===== config.mk =====
export PLATFORM = sky130hd
export DESIGN_NAME = mul_seq_flat
export DESIGN_NICKNAME = d
export VERILOG_FILES = /design/src/rtl/mul_seq_if.sv /design/src/rtl/mul_seq.sv /design/src/flat_wrapper.sv
export SDC_FILE = /design/constraint.sdc
export NUM_CORES = 1
export LEC_CHECK = 0
export BUFFER_PORTS_ARGS = -buffer_cell sky130_fd_sc_hd__buf_2
export CAP_MARGIN = 20
export CORE_MARGIN = 2
export CORE_UTILIZATION = 57
export DETAILED_ROUTE_END_ITERATION = 16
export PLACE_DENSITY = 0.84
export SLEW_MARGIN = 20
export SYNTH_ARGS = -nofsm -noshare
export SYNTH_HDL_FRONTEND = slang
export SYNTH_SLANG_ARGS = --single-unit

===== constraint.sdc =====
create_clock -name clock -period 6.35 [get_ports clock]
set_clock_uncertainty 0.15 [all_clocks]
set_input_delay 1.5875 -clock clock [delete_from_list [all_inputs] [get_ports clock]]
set_output_delay 1.5875 -clock clock [all_outputs]
set_load 0.005 [all_outputs]

===== src/rtl/mul_seq_if.sv =====
// Start/end-of-conversion handshake bundle for mul_seq: operands and soc in, eoc and product out.
interface mul_seq_if #(
   parameter int N = 8
);
   logic           soc;
   logic [N-1:0]   a;
   logic [N-1:0]   b;
   logic           eoc;
   logic [2*N-1:0] p;

   modport master (output soc, output a, output b, input eoc, input p);
   modport slave  (input soc, input a, input b, output eoc, output p);
endinterface


===== src/rtl/mul_seq.sv =====
// Sequential shift-and-add multiplier, N clocks per product, soc/eoc handshake.
// Define MUL_SEQ_SIGNED_EN for two's-complement operands and product.
module mul_seq #(
   parameter int N = 8
) (
   input  logic      clock,
   input  logic      reset,
   mul_seq_if.slave  bus
);
   localparam int CW = $clog2(N);

   typedef enum logic [1:0] {IDLE, STEP, DONE} state_t;

   state_t          state_q;
   logic [N-1:0]    a_q;
   logic [N-1:0]    pHi_q;
   logic [N-1:0]    pLo_q;
   logic [CW-1:0]   cnt_q;
   logic            eoc_q;

   logic            lastStep;
   logic [N-1:0]    addY;
   logic [N-1:0]    addS;
   logic [N-1:0]    stepSum;
   logic            shiftIn;
   logic [N-1:0]    pHi_d;
   logic [N-1:0]    pLo_d;

   assign lastStep = (cnt_q == CW'(N - 1));
   assign addY     = pLo_q[0] ? a_q : '0;

`ifdef MUL_SEQ_SIGNED_EN
   logic [N-1:0]    diffD;
   logic            addOw;
   logic            diffOw;

   // The multiplier MSB carries weight -2^(N-1), so the final partial product is subtracted.
   always_comb begin
      addS    = pHi_q + addY;
      diffD   = pHi_q - a_q;
      addOw   = (pHi_q[N-1] == addY[N-1]) && (addS[N-1] != pHi_q[N-1]);
      diffOw  = (pHi_q[N-1] != a_q[N-1]) && (diffD[N-1] != pHi_q[N-1]);
      stepSum = addS;
      shiftIn = addS[N-1] ^ addOw;
      if (lastStep && pLo_q[0]) begin
         stepSum = diffD;
         shiftIn = diffD[N-1] ^ diffOw;
      end
   end
`else
   logic            addC;

   always_comb begin
      {addC, addS} = {1'b0, pHi_q} + {1'b0, addY};
      stepSum      = addS;
      shiftIn      = addC;
   end
`endif

   assign pHi_d = {shiftIn, stepSum[N-1:1]};
   assign pLo_d = {stepSum[0], pLo_q[N-1:1]};

   // DONE holds until soc drops so a level-held soc cannot retrigger a second product.
   always_ff @(posedge clock or posedge reset) begin
      if (reset) begin
         state_q <= IDLE;
         eoc_q   <= 1'b1;
         a_q     <= '0;
         pHi_q   <= '0;
         pLo_q   <= '0;
         cnt_q   <= '0;
      end else begin
         case (state_q)
            IDLE: begin
               eoc_q <= 1'b1;
               if (bus.soc) begin
                  a_q     <= bus.a;
                  pHi_q   <= '0;
                  pLo_q   <= bus.b;
                  cnt_q   <= '0;
                  eoc_q   <= 1'b0;
                  state_q <= STEP;
               end
            end
            STEP: begin
               pHi_q <= pHi_d;
               pLo_q <= pLo_d;
               cnt_q <= cnt_q + CW'(1);
               if (lastStep) begin
                  eoc_q   <= 1'b1;
                  state_q <= DONE;
               end
            end
            DONE: begin
               eoc_q <= 1'b1;
               if (!bus.soc) begin
                  state_q <= IDLE;
               end
            end
            default: begin
               eoc_q   <= 1'b1;
               state_q <= IDLE;
            end
         endcase
      end
   end

   assign bus.eoc = eoc_q;
   assign bus.p   = {pHi_q, pLo_q};
endmodule


===== src/flat_wrapper.sv =====
// flat-port wrapper written by rule: the top's interface ports become plain ports
module mul_seq_flat 
#(
   parameter int N = 8
)
  (clock, reset, bus_soc, bus_a, bus_b, bus_eoc, bus_p);
  mul_seq_if #(.N(N)) bus_i ();
  input  logic clock;
  input  logic reset;
  input wire logic [$bits(bus_i.soc)-1:0] bus_soc;
  input wire logic [$bits(bus_i.a)-1:0] bus_a;
  input wire logic [$bits(bus_i.b)-1:0] bus_b;
  output wire logic [$bits(bus_i.eoc)-1:0] bus_eoc;
  output wire logic [$bits(bus_i.p)-1:0] bus_p;
  assign bus_i.soc = bus_soc;
  assign bus_i.a = bus_a;
  assign bus_i.b = bus_b;
  assign bus_eoc = bus_i.eoc;
  assign bus_p = bus_i.p;
  mul_seq #(.N(N)) u_core (.clock(clock), .reset(reset), .bus(bus_i));
endmodule

==> impl_metrics.toml <==
[sta]
finalHoldViolations = 0
post-route-period-util_pct = 43.4
whs_ps = 351
rsz0062_at_grt = "false"
max_clock_freq_mhz = 363
maxSlewViolCount = 0
finalSetupViolations = 0
tns_ps = 0
fin_crit_ps = 2750
worst_slew_pin_slew_ps = 928
maxSlewHeadroom_pct = 38.1

[critical_path]
max_stage_delay_ps = 510
critPathKind = "reg2out"
crit_arrival_ps = 1020
cp.depth = 1
critPathRequiredTime_ps = 4610
crit_fanout = 10
critPathLaunchType = "register"
end_kind = "output pin"
path_buf_inv = 1
cp_top_family = "flip-flops"
crit_chain = "buf_2"
ff2ff_path_depth = 7
slowest_stage = "dfrtp_1"

[floorplanning]
fp.dieH_um = 56.9
std_cell_rows = 19
ioPinCount = 36
die_w_um = 56.9
die_area_um2 = 3240
initial_core_util_pct = 59.0
core_area_um2 = 2710

[placed_design]
gp_congestion = 0.811
dp_hpwl_mm = 2.33
port-buffer-count = 35

[logic_synthesis]
yosysWarnings = 0
yosysSeqAreaShare_pct = 47.1
syn_nets = 175
ys_types = 38
postSynthCellCount = 145
synth-seq-cells = 30
synth_top_area_share_pct = 45.4
syn_avg_cell_area_um2 = 11.0
synthTopCellsByArea = "dfrtp_1 (45%), ha_1 (7.8%), mux2_2 (6.3%)"
yosysTopAreaCell = "dfrtp_1"
syn_area_um2 = 1600

[pwr]
pwr-share-comb_pct = 49.8
sw_frac_of_total_pct = 40.0
leakage_nw = 0.903
p_int_mw = 0.556
vdd_drop_max_uv = 311
seqPwrFrac_pct = 38.5
p_per_area_nw_per_um2 = 508
power_frac_clock_pct = 11.7
power_switching_mw = 0.371

[cts]
numCtsBuffers = 5
clkTransAtPathRegs_ps = 90
cts.path.max_buffers = 2
numClockSinks = 30
clock-root-buffer = "clkbuf_4"
tritoncts = "done"
ctsHoldBuffers = 0
clkLatencyLatePin_ps = 340
cts_resized = 0
htreeDepth = 2
post-cts-setup-buffers = 0

[cells_and_area]
layout_commonest_cell = "buf_2"
nFillCells = 232
fin_util_pct = 67.4
drive_gt1_share_pct = 30.6
nNetsFinal = 212
antennaDiodeCount = 0
synthToLayoutAreaGrowth_pct = 14.3
final_cell_mix = "buf_2 (35), dfrtp_1 (29), nand2_1 (18), o21ai_0 (15), ha_1 (10)"

[hold_path]
hold_path.class = "reg2reg"
hold_path_depth = 1

[outcome]
status = "completed"

[global_route]
grt_max_degree = 31
grt_pass1_vias = 1228
grt_usage_pct = 22.0
antenna_found_initial = 0
grt_pass1_wl_mm = 5.38
grt_overflow_total = 0

[route]
drtIter0Drc = 32
antenna_left = 0
drc = 0
via_per_inst = 5.76
routed_wl_mm = 3.16
wl_per_cell_um = 14.8
firstDrtPassIters = 4
via_count = 1233

[run]
cap_viol_max_count = 0
## cells in the mapped netlist
cell,count
o2111ai_1,2
a22o_1,4
xor2_1,2
mux2i_1,7
nor2_1,5
dfrtp_1,29
o21ai_1,1
fa_1,1
and2b_1,1
o21bai_2,1
a31oi_1,1
a21boi_0,1
and3_1,1
nand2b_1,1
xnor2_1,2
nand2_1,18
and3b_1,1
a21o_2,1
mux2_2,9
nor3b_1,2
o21ai_0,15
or2b_1,1
and2_1,8
inv_1,2
nand3_1,1
a211oi_2,1
a21o_1,1
dfstp_2,1
clkbuf_8,2
or4_1,1
ha_1,10
a221oi_2,1
clkbuf_1,2
o21bai_1,1
a21oi_1,5
o31ai_1,1
nor3_1,1
buf_2,1
## layer usage
metal	up-vias	global-route usage, %	wire, µm
met5	-	0	0
met4	0	11.0	67
met3	8	5.22	146
met2	31	37.9	1630
met1	607	25.7	1320
li1	587	-	-
## stage by stage
| step | area (µm²) | power [mW] | cells | setup slack (ps) |
|---|---|---|---|---|
| 2_1_floorplan | 1600 | 0.699 | 145 | 3790 |
| 3_5_place_dp | 1770 | 0.823 | 206 | 2910 |
| 4_1_cts | 1820 | 0.933 | 214 | 3270 |
| 3_3_place_gp | 1770 | 0.786 | 206 | 3010 |
| 6_report | 1830 | 0.927 | 214 | 3600 |
| 5_1_grt | 1830 | 1.00 | 214 | 3490 |
## state kept, by name (all words and copies together), names as in the netlist
signal,cells
u_core.a_q,8
u_core.bus.eoc,1
u_core.cnt_q,3
u_core.pHi_q,8
u_core.pLo_q,8
u_core.state_q,2
## power groups by stage
stage / logic (mW) / clock network, mW / registers [mW]
after floorplan: 0.352 / 0 / 0.347
after detailed placement: 0.461 / 0 / 0.362
after global placement: 0.434 / 0 / 0.352
after CTS: 0.464 / 0.111 / 0.358
after global routing: 0.517 / 0.116 / 0.371
final: 0.462 / 0.108 / 0.357
## logic make-up (layout without fill, tap and decap cells)
family	after synthesis	count (layout)	share of synthesized area [%]
XOR/XNOR	4	4	2.19
flip-flops	30	30	47.1
AND/OR/NAND/NOR	41	41	12.8
AO/OA/AOI/OAI	36	36	15.1
adder cells (fa/ha/maj)	11	11	9.08
multiplexers	16	16	10.7
buffers and inverters	7	45	2.98
## worst paths after layout
kind                                               endpoint                   startpoint  slack [ps]
min in group asynchronous       u_core.pLo_q[3]$_DFFE_PP0P_                        reset        1170
max in group asynchronous         u_core.a_q[3]$_DFFE_PP0P_                        reset        4470
worst max-delay path                               bus_p[0]  u_core.pLo_q[0]$_DFFE_PP0P_        3600
worst max register to register  u_core.pHi_q[7]$_DFFE_PP0P_  u_core.pLo_q[0]$_DFFE_PP0P_        3930
worst min-delay path              u_core.a_q[5]$_DFFE_PP0P_    u_core.a_q[5]$_DFFE_PP0P_         350
worst min register to register    u_core.a_q[5]$_DFFE_PP0P_    u_core.a_q[5]$_DFFE_PP0P_         350
## area by class of cell
cell class	count	area (µm²)	area share [%]
inverters	2	7.51	0.411
flip-flops and latches	30	752	41.2
well taps	31	38.8	2.12
multi-input cells	108	803	44.0
repair buffers	35	175	9.60
clock buffers	8	48.8	2.67
No activity file was read; power rests on OpenSTA's default activity.
